$ cat src/rtl/pipe_ctrl_if.sv
// pipe_ctrl_if: stage hazard info in, stage stall/flush/forward controls out.
// master drives stage info; slave (pipe_ctrl) returns the controls.
interface pipe_ctrl_if;
  logic [4:0]  rs1_raddr_D;
  logic [4:0]  rs2_raddr_D;
  logic        rs1_used_D;
  logic        rs2_used_D;
  logic [4:0]  rs1_raddr_E;
  logic [4:0]  rs2_raddr_E;
  logic [4:0]  rd_waddr_E;
  logic [4:0]  rd_waddr_M;
  logic [4:0]  rd_waddr_RB;
  logic        rd_wen_E;
  logic        rd_wen_M;
  logic        rd_wen_RB;
  logic [1:0]  PMAItoReg_E;
  logic        branch_taken_E;
  logic        mem_req_M;
  logic        mem_ready;
  logic        stall_F;
  logic        stall_D;
  logic        stall_E;
  logic        stall_M;
  logic        flush_D;
  logic        flush_E;
  logic        bubble_RB;
  logic [1:0]  fwd_rs1_sel_E;
  logic [1:0]  fwd_rs2_sel_E;
  logic        mem_err;
  logic [15:0] stall_cnt;

  modport master (
    output rs1_raddr_D,
    output rs2_raddr_D,
    output rs1_used_D,
    output rs2_used_D,
    output rs1_raddr_E,
    output rs2_raddr_E,
    output rd_waddr_E,
    output rd_waddr_M,
    output rd_waddr_RB,
    output rd_wen_E,
    output rd_wen_M,
    output rd_wen_RB,
    output PMAItoReg_E,
    output branch_taken_E,
    output mem_req_M,
    output mem_ready,
    input  stall_F,
    input  stall_D,
    input  stall_E,
    input  stall_M,
    input  flush_D,
    input  flush_E,
    input  bubble_RB,
    input  fwd_rs1_sel_E,
    input  fwd_rs2_sel_E,
    input  mem_err,
    input  stall_cnt
  );

  modport slave (
    input  rs1_raddr_D,
    input  rs2_raddr_D,
    input  rs1_used_D,
    input  rs2_used_D,
    input  rs1_raddr_E,
    input  rs2_raddr_E,
    input  rd_waddr_E,
    input  rd_waddr_M,
    input  rd_waddr_RB,
    input  rd_wen_E,
    input  rd_wen_M,
    input  rd_wen_RB,
    input  PMAItoReg_E,
    input  branch_taken_E,
    input  mem_req_M,
    input  mem_ready,
    output stall_F,
    output stall_D,
    output stall_E,
    output stall_M,
    output flush_D,
    output flush_E,
    output bubble_RB,
    output fwd_rs1_sel_E,
    output fwd_rs2_sel_E,
    output mem_err,
    output stall_cnt
  );
endinterface

$ cat src/rtl/pipe_ctrl.sv
// pipe_ctrl: hazard, forwarding and data-memory wait control for the pipe.
// Define PIPE_CTRL_FORWARD_EN to forward M/RB results into E.
module pipe_ctrl #(
  parameter int unsigned MEM_TIMEOUT = 255,
  parameter logic [1:0]  LOAD_SEL    = 2'b01
) (
  input logic        clk,
  input logic        rst,
  pipe_ctrl_if.slave p
);

  typedef enum logic {
    RUN,
    MEMWAIT
  } state_t;

  localparam logic [7:0] WAIT_LAST = 8'(MEM_TIMEOUT - 1);

  state_t      state_q;
  state_t      state_d;
  logic [7:0]  wait_q;
  logic [7:0]  wait_d;
  logic        err_q;
  logic        err_d;
  logic [15:0] cnt_q;

  logic        mem_hold;
  logic        d_hit_e;
  logic        lu_haz;
  logic        data_haz;
  logic        stall_f;
  logic        stall_d;
  logic        stall_e;
  logic        stall_m;
  logic        flush_d;
  logic        flush_e;
  logic        bubble_rb;
  logic [1:0]  fwd1;
  logic [1:0]  fwd2;

  function automatic logic hit(
    input logic       used,
    input logic [4:0] src,
    input logic       wen,
    input logic [4:0] dst
  );
    return used && wen && (dst != 5'd0) && (src == dst);
  endfunction

  assign d_hit_e =
    hit(p.rs1_used_D, p.rs1_raddr_D, p.rd_wen_E, p.rd_waddr_E) ||
    hit(p.rs2_used_D, p.rs2_raddr_D, p.rd_wen_E, p.rd_waddr_E);

  assign lu_haz = (p.PMAItoReg_E == LOAD_SEL) && d_hit_e;

`ifdef PIPE_CTRL_FORWARD_EN
  assign data_haz = lu_haz;

  // M is younger than RB, so its result wins
  always_comb begin
    fwd1 = 2'b00;
    fwd2 = 2'b00;
    if (hit(1'b1, p.rs1_raddr_E, p.rd_wen_M, p.rd_waddr_M))
      fwd1 = 2'b01;
    else if (hit(1'b1, p.rs1_raddr_E, p.rd_wen_RB, p.rd_waddr_RB))
      fwd1 = 2'b10;
    if (hit(1'b1, p.rs2_raddr_E, p.rd_wen_M, p.rd_waddr_M))
      fwd2 = 2'b01;
    else if (hit(1'b1, p.rs2_raddr_E, p.rd_wen_RB, p.rd_waddr_RB))
      fwd2 = 2'b10;
  end
`else
  logic d_hit_m;
  logic unused_fwd;

  assign d_hit_m =
    hit(p.rs1_used_D, p.rs1_raddr_D, p.rd_wen_M, p.rd_waddr_M) ||
    hit(p.rs2_used_D, p.rs2_raddr_D, p.rd_wen_M, p.rd_waddr_M);

  // regfile is write-first, so an RB producer never needs a stall
  assign data_haz = d_hit_e || d_hit_m;
  assign fwd1 = 2'b00;
  assign fwd2 = 2'b00;
  assign unused_fwd = ^{p.rs1_raddr_E, p.rs2_raddr_E,
                        p.rd_waddr_RB, p.rd_wen_RB, lu_haz};
`endif

  always_ff @(posedge clk) begin
    if (rst) begin
      state_q <= RUN;
      wait_q  <= 8'd0;
      err_q   <= 1'b0;
      cnt_q   <= 16'd0;
    end else begin
      state_q <= state_d;
      wait_q  <= wait_d;
      err_q   <= err_d;
      if (stall_d && (cnt_q != 16'hFFFF))
        cnt_q <= cnt_q + 16'd1;
    end
  end

  always_comb begin
    state_d  = state_q;
    wait_d   = wait_q;
    err_d    = err_q;
    mem_hold = 1'b0;
    unique case (state_q)
      RUN: begin
        if (p.mem_req_M && !p.mem_ready) begin
          mem_hold = 1'b1;
          wait_d   = 8'd0;
          state_d  = MEMWAIT;
        end
      end
      MEMWAIT: begin
        if (p.mem_ready) begin
          state_d = RUN;
        end else begin
          mem_hold = 1'b1;
          wait_d   = wait_q + 8'd1;
          // counter reaches MEM_TIMEOUT on this edge
          if (wait_q == WAIT_LAST) begin
            err_d   = 1'b1;
            state_d = RUN;
          end
        end
      end
      default: state_d = RUN;
    endcase
  end

  always_comb begin
    stall_f   = 1'b0;
    stall_d   = 1'b0;
    stall_e   = 1'b0;
    stall_m   = 1'b0;
    flush_d   = 1'b0;
    flush_e   = 1'b0;
    bubble_rb = 1'b0;
    if (!rst) begin
      if (mem_hold) begin
        stall_f   = 1'b1;
        stall_d   = 1'b1;
        stall_e   = 1'b1;
        stall_m   = 1'b1;
        bubble_rb = 1'b1;
      end else if (p.branch_taken_E) begin
        flush_d = 1'b1;
        flush_e = 1'b1;
      end else if (data_haz) begin
        stall_f = 1'b1;
        stall_d = 1'b1;
        flush_e = 1'b1;
      end
    end
  end

  assign p.stall_F       = stall_f;
  assign p.stall_D       = stall_d;
  assign p.stall_E       = stall_e;
  assign p.stall_M       = stall_m;
  assign p.flush_D       = flush_d;
  assign p.flush_E       = flush_e;
  assign p.bubble_RB     = bubble_rb;
  assign p.fwd_rs1_sel_E = rst ? 2'b00 : fwd1;
  assign p.fwd_rs2_sel_E = rst ? 2'b00 : fwd2;
  assign p.mem_err       = err_q;
  assign p.stall_cnt     = cnt_q;

endmodule

$ cat src/flat_wrapper.sv
// flat-port wrapper written by rule: the top's interface ports become plain ports
module pipe_ctrl_flat 
#(
  parameter int unsigned MEM_TIMEOUT = 255,
  parameter logic [1:0]  LOAD_SEL    = 2'b01
)
  (clk, rst, p_rs1_raddr_D, p_rs2_raddr_D, p_rs1_used_D, p_rs2_used_D, p_rs1_raddr_E, p_rs2_raddr_E, p_rd_waddr_E, p_rd_waddr_M, p_rd_waddr_RB, p_rd_wen_E, p_rd_wen_M, p_rd_wen_RB, p_PMAItoReg_E, p_branch_taken_E, p_mem_req_M, p_mem_ready, p_stall_F, p_stall_D, p_stall_E, p_stall_M, p_flush_D, p_flush_E, p_bubble_RB, p_fwd_rs1_sel_E, p_fwd_rs2_sel_E, p_mem_err, p_stall_cnt);
  pipe_ctrl_if p_i ();
  input logic clk;
  input logic rst;
  input wire logic [$bits(p_i.rs1_raddr_D)-1:0] p_rs1_raddr_D;
  input wire logic [$bits(p_i.rs2_raddr_D)-1:0] p_rs2_raddr_D;
  input wire logic [$bits(p_i.rs1_used_D)-1:0] p_rs1_used_D;
  input wire logic [$bits(p_i.rs2_used_D)-1:0] p_rs2_used_D;
  input wire logic [$bits(p_i.rs1_raddr_E)-1:0] p_rs1_raddr_E;
  input wire logic [$bits(p_i.rs2_raddr_E)-1:0] p_rs2_raddr_E;
  input wire logic [$bits(p_i.rd_waddr_E)-1:0] p_rd_waddr_E;
  input wire logic [$bits(p_i.rd_waddr_M)-1:0] p_rd_waddr_M;
  input wire logic [$bits(p_i.rd_waddr_RB)-1:0] p_rd_waddr_RB;
  input wire logic [$bits(p_i.rd_wen_E)-1:0] p_rd_wen_E;
  input wire logic [$bits(p_i.rd_wen_M)-1:0] p_rd_wen_M;
  input wire logic [$bits(p_i.rd_wen_RB)-1:0] p_rd_wen_RB;
  input wire logic [$bits(p_i.PMAItoReg_E)-1:0] p_PMAItoReg_E;
  input wire logic [$bits(p_i.branch_taken_E)-1:0] p_branch_taken_E;
  input wire logic [$bits(p_i.mem_req_M)-1:0] p_mem_req_M;
  input wire logic [$bits(p_i.mem_ready)-1:0] p_mem_ready;
  output wire logic [$bits(p_i.stall_F)-1:0] p_stall_F;
  output wire logic [$bits(p_i.stall_D)-1:0] p_stall_D;
  output wire logic [$bits(p_i.stall_E)-1:0] p_stall_E;
  output wire logic [$bits(p_i.stall_M)-1:0] p_stall_M;
  output wire logic [$bits(p_i.flush_D)-1:0] p_flush_D;
  output wire logic [$bits(p_i.flush_E)-1:0] p_flush_E;
  output wire logic [$bits(p_i.bubble_RB)-1:0] p_bubble_RB;
  output wire logic [$bits(p_i.fwd_rs1_sel_E)-1:0] p_fwd_rs1_sel_E;
  output wire logic [$bits(p_i.fwd_rs2_sel_E)-1:0] p_fwd_rs2_sel_E;
  output wire logic [$bits(p_i.mem_err)-1:0] p_mem_err;
  output wire logic [$bits(p_i.stall_cnt)-1:0] p_stall_cnt;
  assign p_i.rs1_raddr_D = p_rs1_raddr_D;
  assign p_i.rs2_raddr_D = p_rs2_raddr_D;
  assign p_i.rs1_used_D = p_rs1_used_D;
  assign p_i.rs2_used_D = p_rs2_used_D;
  assign p_i.rs1_raddr_E = p_rs1_raddr_E;
  assign p_i.rs2_raddr_E = p_rs2_raddr_E;
  assign p_i.rd_waddr_E = p_rd_waddr_E;
  assign p_i.rd_waddr_M = p_rd_waddr_M;
  assign p_i.rd_waddr_RB = p_rd_waddr_RB;
  assign p_i.rd_wen_E = p_rd_wen_E;
  assign p_i.rd_wen_M = p_rd_wen_M;
  assign p_i.rd_wen_RB = p_rd_wen_RB;
  assign p_i.PMAItoReg_E = p_PMAItoReg_E;
  assign p_i.branch_taken_E = p_branch_taken_E;
  assign p_i.mem_req_M = p_mem_req_M;
  assign p_i.mem_ready = p_mem_ready;
  assign p_stall_F = p_i.stall_F;
  assign p_stall_D = p_i.stall_D;
  assign p_stall_E = p_i.stall_E;
  assign p_stall_M = p_i.stall_M;
  assign p_flush_D = p_i.flush_D;
  assign p_flush_E = p_i.flush_E;
  assign p_bubble_RB = p_i.bubble_RB;
  assign p_fwd_rs1_sel_E = p_i.fwd_rs1_sel_E;
  assign p_fwd_rs2_sel_E = p_i.fwd_rs2_sel_E;
  assign p_mem_err = p_i.mem_err;
  assign p_stall_cnt = p_i.stall_cnt;
  pipe_ctrl #(.MEM_TIMEOUT(MEM_TIMEOUT), .LOAD_SEL(LOAD_SEL)) u_core (.clk(clk), .rst(rst), .p(p_i));
endmodule
$ cat config.mk
export PLATFORM = sky130hd
export DESIGN_NAME = pipe_ctrl_flat
export DESIGN_NICKNAME = d
export VERILOG_FILES = /design/src/rtl/pipe_ctrl_if.sv /design/src/rtl/pipe_ctrl.sv /design/src/flat_wrapper.sv
export SDC_FILE = /design/constraint.sdc
export NUM_CORES = 1
export LEC_CHECK = 0
export CAP_MARGIN = 0
export CELL_PAD_IN_SITES_DETAIL_PLACEMENT = 2
export CELL_PAD_IN_SITES_GLOBAL_PLACEMENT = 2
export CORE_MARGIN = 10
export CORE_UTILIZATION = 25
export CTS_BUF_LIST = sky130_fd_sc_hd__clkbuf_4 sky130_fd_sc_hd__clkbuf_8 sky130_fd_sc_hd__clkbuf_16
export CTS_CLUSTER_SIZE = 12
export DETAILED_ROUTE_END_ITERATION = 8
export GPL_TIMING_DRIVEN = 0
export PLACE_DENSITY = 0.88
export SYNTH_ARGS = -nofsm -noshare
export SYNTH_HDL_FRONTEND = slang
export SYNTH_SLANG_ARGS = --single-unit
$ cat constraint.sdc
create_clock -name clk -period 3.75 [get_ports clk]
set_input_delay 0.75 -clock clk [delete_from_list [all_inputs] [get_ports clk]]
set_output_delay 0.75 -clock clk [all_outputs]
set_load 0.01 [all_outputs]
* Word-level counts from Yosys, hierarchy flattened
Cells that the tools add are included.
Word-level totals: bits in registers 26, input port bits 47, output and inout bits 28, logic and storage cells 59
Operators by class: add/sub/neg operators 2, equality and inequality tests 8, muxes and demuxes 21, bitwise logic cells 2, reductions and logical operators 22
Operators with widths (number):
- equality test 5 bit | 4
- adder 16 x 1 -> 16 bit (second input constant) | 1
- 2-to-1 mux 1 bit | 16
- 2-to-1 mux 8 bit | 2
- inequality test 16 bit (second input constant) | 1
- one-hot mux 8 bit (2 select lines) | 1
- logical AND 1 bit | 14
- nonzero test 5 bit | 2
- adder 8 x 1 -> 8 bit (second input constant) | 1
- equality test 8 bit (second input constant) | 1
- one-hot mux 1 bit (2 select lines) | 2
- logical OR 1 bit | 3
- AND reduction 3 bit | 1
- inequality test 2 x 1 -> 1 bit (second input constant) | 1
- inequality test 2 bit (second input constant) | 1
- NOT 1 bit | 2
- AND reduction 2 bit | 1
- zero test 1 bit | 1

* Longest topological paths before layout
word-level depth 10, depth in mapped cells 8, gate-level depth less buffers 7

* Least setup slack after synthesis
Ideal clock, no wire load.
path type input port to output port, start point in p_rd_waddr_M[1], end point out p_stall_F, arrival time 2076 ps, data required time 3000 ps, slack 924 ps, stages on the path 6, buffers on the path 1, path through or4_1 -> o21ai_1 -> or3_2 -> o22a_2 -> o21ai_0 -> buf_4
Between the ends: cells in the longest elaborated chain, start to end 9, elaborated cells on any way between the ends 13, those cells by class eq/ne (2); mux (4); reduce/logical (7)
Ends and longest elaborated chain:
- start, declared | RTL line flat_wrapper.sv:18 | input wire logic [$bits(p_i.rd_waddr_M)-1:0] p_rd_waddr_M;
- nonzero test 5 bit | RTL line pipe_ctrl.sv:47 | return used && wen && (dst != 5'd0) && (src == dst);
- logical AND 1 bit (2 in a row) | RTL line pipe_ctrl.sv:47
- logical OR 1 bit (*) | RTL line pipe_ctrl.sv:77 | hit(p.rs1_used_D, p.rs1_raddr_D, p.rd_wen_M, p.rd_waddr_M) ||
- logical OR 1 bit (*) | RTL line pipe_ctrl.sv:81 | assign data_haz = d_hit_e || d_hit_m;
- 2-to-1 mux 1 bit (*) (4 in a row)
- end, declared | RTL line flat_wrapper.sv:27 | output wire logic [$bits(p_i.stall_F)-1:0] p_stall_F;
Every way passes the cells marked *; elsewhere a longest branch is shown, timed or not.

* Worst setup path in the final report
start point in p_rd_waddr_M[0], end point out p_stall_F
Between the ends: cells in the longest elaborated chain, start to end 9, elaborated cells on any way between the ends 13, those cells by class eq/ne (2); mux (4); reduce/logical (7)
Ends and longest elaborated chain:
- nonzero test 5 bit | RTL line pipe_ctrl.sv:47
- logical AND 1 bit (2 in a row) | RTL line pipe_ctrl.sv:47
- logical OR 1 bit (*) | RTL line pipe_ctrl.sv:77
- logical OR 1 bit (*) | RTL line pipe_ctrl.sv:81
- 2-to-1 mux 1 bit (*) | RTL line pipe_ctrl.sv:151 | end else if (data_haz) begin
- 2-to-1 mux 1 bit (*) | RTL line pipe_ctrl.sv:148 | end else if (p.branch_taken_E) begin
- 2-to-1 mux 1 bit (*) | RTL line pipe_ctrl.sv:142 | if (mem_hold) begin
- 2-to-1 mux 1 bit (*) | RTL line pipe_ctrl.sv:141 | if (!rst) begin
Marks and branches as above.

==> out/results.md <==
* post-synthesis sequential element count: 26
* TritonCTS clock tree: yes
* # placed instances: 363
* r2r startpoint: u_core.p.stall_cnt[0]
* count of TritonRoute iterations in the first routing pass: 4
* final weighted congestion of routability-driven global placement: 0.771
* proportion of register bits with asynchronous set or reset after synthesis: 0%
* final layout net count: 326
* Relative slew margins: 66.0%
* Vias per Instance: 5.06
* final period demand of the worst path: 3.62 ns
* Commonest cells post-synth: 26 x sky130_fd_sc_hd__dfxtp_1, 19 x sky130_fd_sc_hd__nor2_1, 18 x sky130_fd_sc_hd__xor2_1, 13 x sky130_fd_sc_hd__nand2_1, 11 x sky130_fd_sc_hd__a21oi_1
* most common flop cell mapped by yosys: sky130_fd_sc_hd__dfxtp_1
* Final HPWL DP: 5120 um
* IO buf count: 52
* Unique masters post-synth: 51
* I/O pin count: 75
* total DRC errors in the routed layout: 0
* worst r2r path cells: 7
* Initial Util: 26.0%
* die area: 10,900 sq um
* data arrival time at the worst-slack endpoint: 2.87 ns
* Clock Pin Slew Worst Setup and Hold Paths: 0.10 ns
* post-DR wirelength/cell: 17.2 um
* clock latency at the later pin of the worst-skew pair: 0.28 ns
* number of buffers on the longest clock path: 2
* top cells by area in the synthesized netlist: sky130_fd_sc_hd__dfxtp_1 29%, sky130_fd_sc_hd__xor2_1 8.9%, sky130_fd_sc_hd__nor2_1 4.0%, sky130_fd_sc_hd__o211ai_1 3.8%, sky130_fd_sc_hd__a21oi_1 3.1%
* placeable core region: 6830 sq um
* Clock Root Buffer: sky130_fd_sc_hd__clkbuf_8
* Hold Path Sink: u_core.p.mem_err
* most frequently used cell type in the post-synthesis netlist: sky130_fd_sc_hd__dfxtp_1
* kind of end point of the critical path: primary output
* crit-path max FO: 4
* share of layout cells above drive strength 1: 14.2%
* dominant cell type by area after synthesis: sky130_fd_sc_hd__dfxtp_1
* number of synthesized flops with an enable pin: 0
* PD cells: 226 nW/um^2
* total gr overflow: 0
* depth of the CTS H-tree: 1
* setup repair after global routing missed its margin: false
* maxcap violations: 0
* Worst Hold Depth: 2
* routed vias: 1,871
* terminus of the critical flop-to-flop path: u_core.p.stall_cnt[9]
* cell count after synthesis: 212
* Leakage Power: 0.982 nW
* Yosys top cell area share: 29.3%
* final hold viol count: 0
* global-route wire length before repair: 10,500 um
* antenna violations before repair: 0
* DRT antenna net count: 0
* Die W: 104 um
* Final Core Density: 37.4%
* pin count of the biggest net entering global routing: 14
* sequential cell area fraction in the yosys report: 29.3%
* fmax: 276 MHz
* Final setup violation count: 0
* ant diodes: 0
* number of global-route vias before repair: 2,117
* Worst Min Path Start: u_core.p.mem_err
* startpoint class of the critical path: primary input
* Area Growth Syn to Fin: 43.9%
* TritonCTS Sinks: 26
* Final Cycle Share: 96.6%
* post-synthesis instance area: 1770 sq um
* Detailed Route Iter0 Violations: 45
* critical path type: in -> out
* Max VDD drop: 0.103 mV
* worst clock skew: 0.00292 ns
* Yosys warning total: 0
* run status: finished clean
* Tot GR Track Use: 11.4%
* Worst-Margin Slew: 0.510 ns
* data required time at the worst endpoint: 3.00 ns
* Die Height: 104 um
* syn_area_per_cell: 8.37 sq um
* final hold slack: 0.483 ns
* number of hold buffers added after CTS: 0
* number of slew-limit violations in the final report: 0
* post-layout instance area: 2550 sq um
* path class of the lowest-slack min-delay path: reg -> reg
* number of buffers added by the clock tree synthesis step: 3
* count of placed standard cells in the final layout, fillers left out: 370
* setup slack of the worst register-to-register path: 1.49 ns
* post-detailed-routing wire length: 6380 um
* standard cell area after detailed placement: 2430 sq um
* floorplan row count: 30
* Setup TNS Final: 0 ns
## layout by cell type, fill, tap and decap left out, drive strengths merged, types with 5 or more instances in the layout
| cell type | Yosys | layout |
|---|---|---|
| clkdlybuf4s50 | 0 | 48 |
| dfxtp | 26 | 26 |
| nor2 | 19 | 19 |
| xor2 | 18 | 18 |
| buf | 10 | 15 |
| nand2 | 13 | 13 |
| a21oi | 11 | 11 |
| o211ai | 10 | 10 |
| inv | 6 | 6 |
| and3 | 6 | 6 |
| nand2b | 6 | 6 |
| o21ai | 6 | 6 |
| or3 | 6 | 6 |
| clkbuf | 4 | 6 |
| and2 | 5 | 5 |
| nor3 | 5 | 5 |
| nand3 | 5 | 5 |
| nand4 | 5 | 5 |
| o2111ai | 5 | 5 |
| mux2i | 5 | 5 |
## worst max-delay path by stage
stage	startpoint	endpoint	slack, ns	depth (start not counted)
after floorplan	p_rd_waddr_M[1]	p_stall_F	0.92	6
after global placement	p_mem_req_M	p_stall_M	-0.16	8
after detailed placement	p_mem_req_M	p_stall_M	-0.24	8
after CTS	p_rd_waddr_M[1]	p_stall_D	0.01	7
after global routing	p_rd_waddr_M[0]	p_stall_F	0.01	8
final	p_rd_waddr_M[0]	p_stall_F	0.13	8
## where the power goes
group,internal [W],switching [W]
clock,0.0000723,0.0000968
sequential,0.000278,0.00000256
combinational,0.0000651,0.0000627
total,0.000415,0.000162
## sequential cells by signal (all words and copies together) (netlist names)
register,cells
u_core.p.stall_cnt,16
u_core.p.mem_err,1
u_core.state_q,1
u_core.wait_q,8
## worst max-delay path: stages
cell and delay (ns):
sky130_fd_sc_hd__clkdlybuf4s50_1 0.48, sky130_fd_sc_hd__or4_4 0.55, sky130_fd_sc_hd__o21ai_2 0.16, sky130_fd_sc_hd__or3_4 0.17, sky130_fd_sc_hd__o22a_2 0.17, sky130_fd_sc_hd__o21ai_0 0.12, sky130_fd_sc_hd__buf_4 0.18, sky130_fd_sc_hd__dlygate4sd2_1 0.28
## metrics by stage
stage	setup slack, ns	power (W)
finish	0.126	0.000577
floorplan	0.924	0.000341
CTS	0.0141	0.000582
detailed placement	-0.244	0.000408
global route	0.0118	0.000599
global placement	-0.164	0.000402
## layout make-up
| class | instances | area (sq um) |
|---|---|---|
| flip-flops and latches | 26 | 520 |
| well taps | 96 | 120 |
| clock buffers | 3 | 41.3 |
| multi-input cells | 169 | 1200 |
| fillers | 787 | 4280 |
| plain buffers | 13 | 86.3 |
| inverters | 6 | 22.5 |
| repair buffers | 57 | 561 |
## logic make-up after synthesis
| kind of cell | synth area share [%] |
|---|---|
| adders and majority gates | 2.12 |
| AOI/OAI and AO/OA | 21.3 |
| xor gates and xnor gates | 10.9 |
| muxes | 4.72 |
| DFF | 29.3 |
| other | 0.211 |
| buffers and inverters | 6.21 |
| and+or+nand+nor | 25.2 |
## metal layers
metal	share of wire, %	GRT usage, %
met5	0	0
met1	40	12.2
met2	54	21.7
met3	4.7	2.23
met4	1.2	3.48
## what timing repair did
item                                    4_1_cts  5_1_grt
pin swaps                                     2        1
resized for setup                            12        3
endpoints found under the hold margin         0        0
setup buffers                                 2        3
endpoints found under the setup margin        6        4
(Power assumes the default switching activity.)
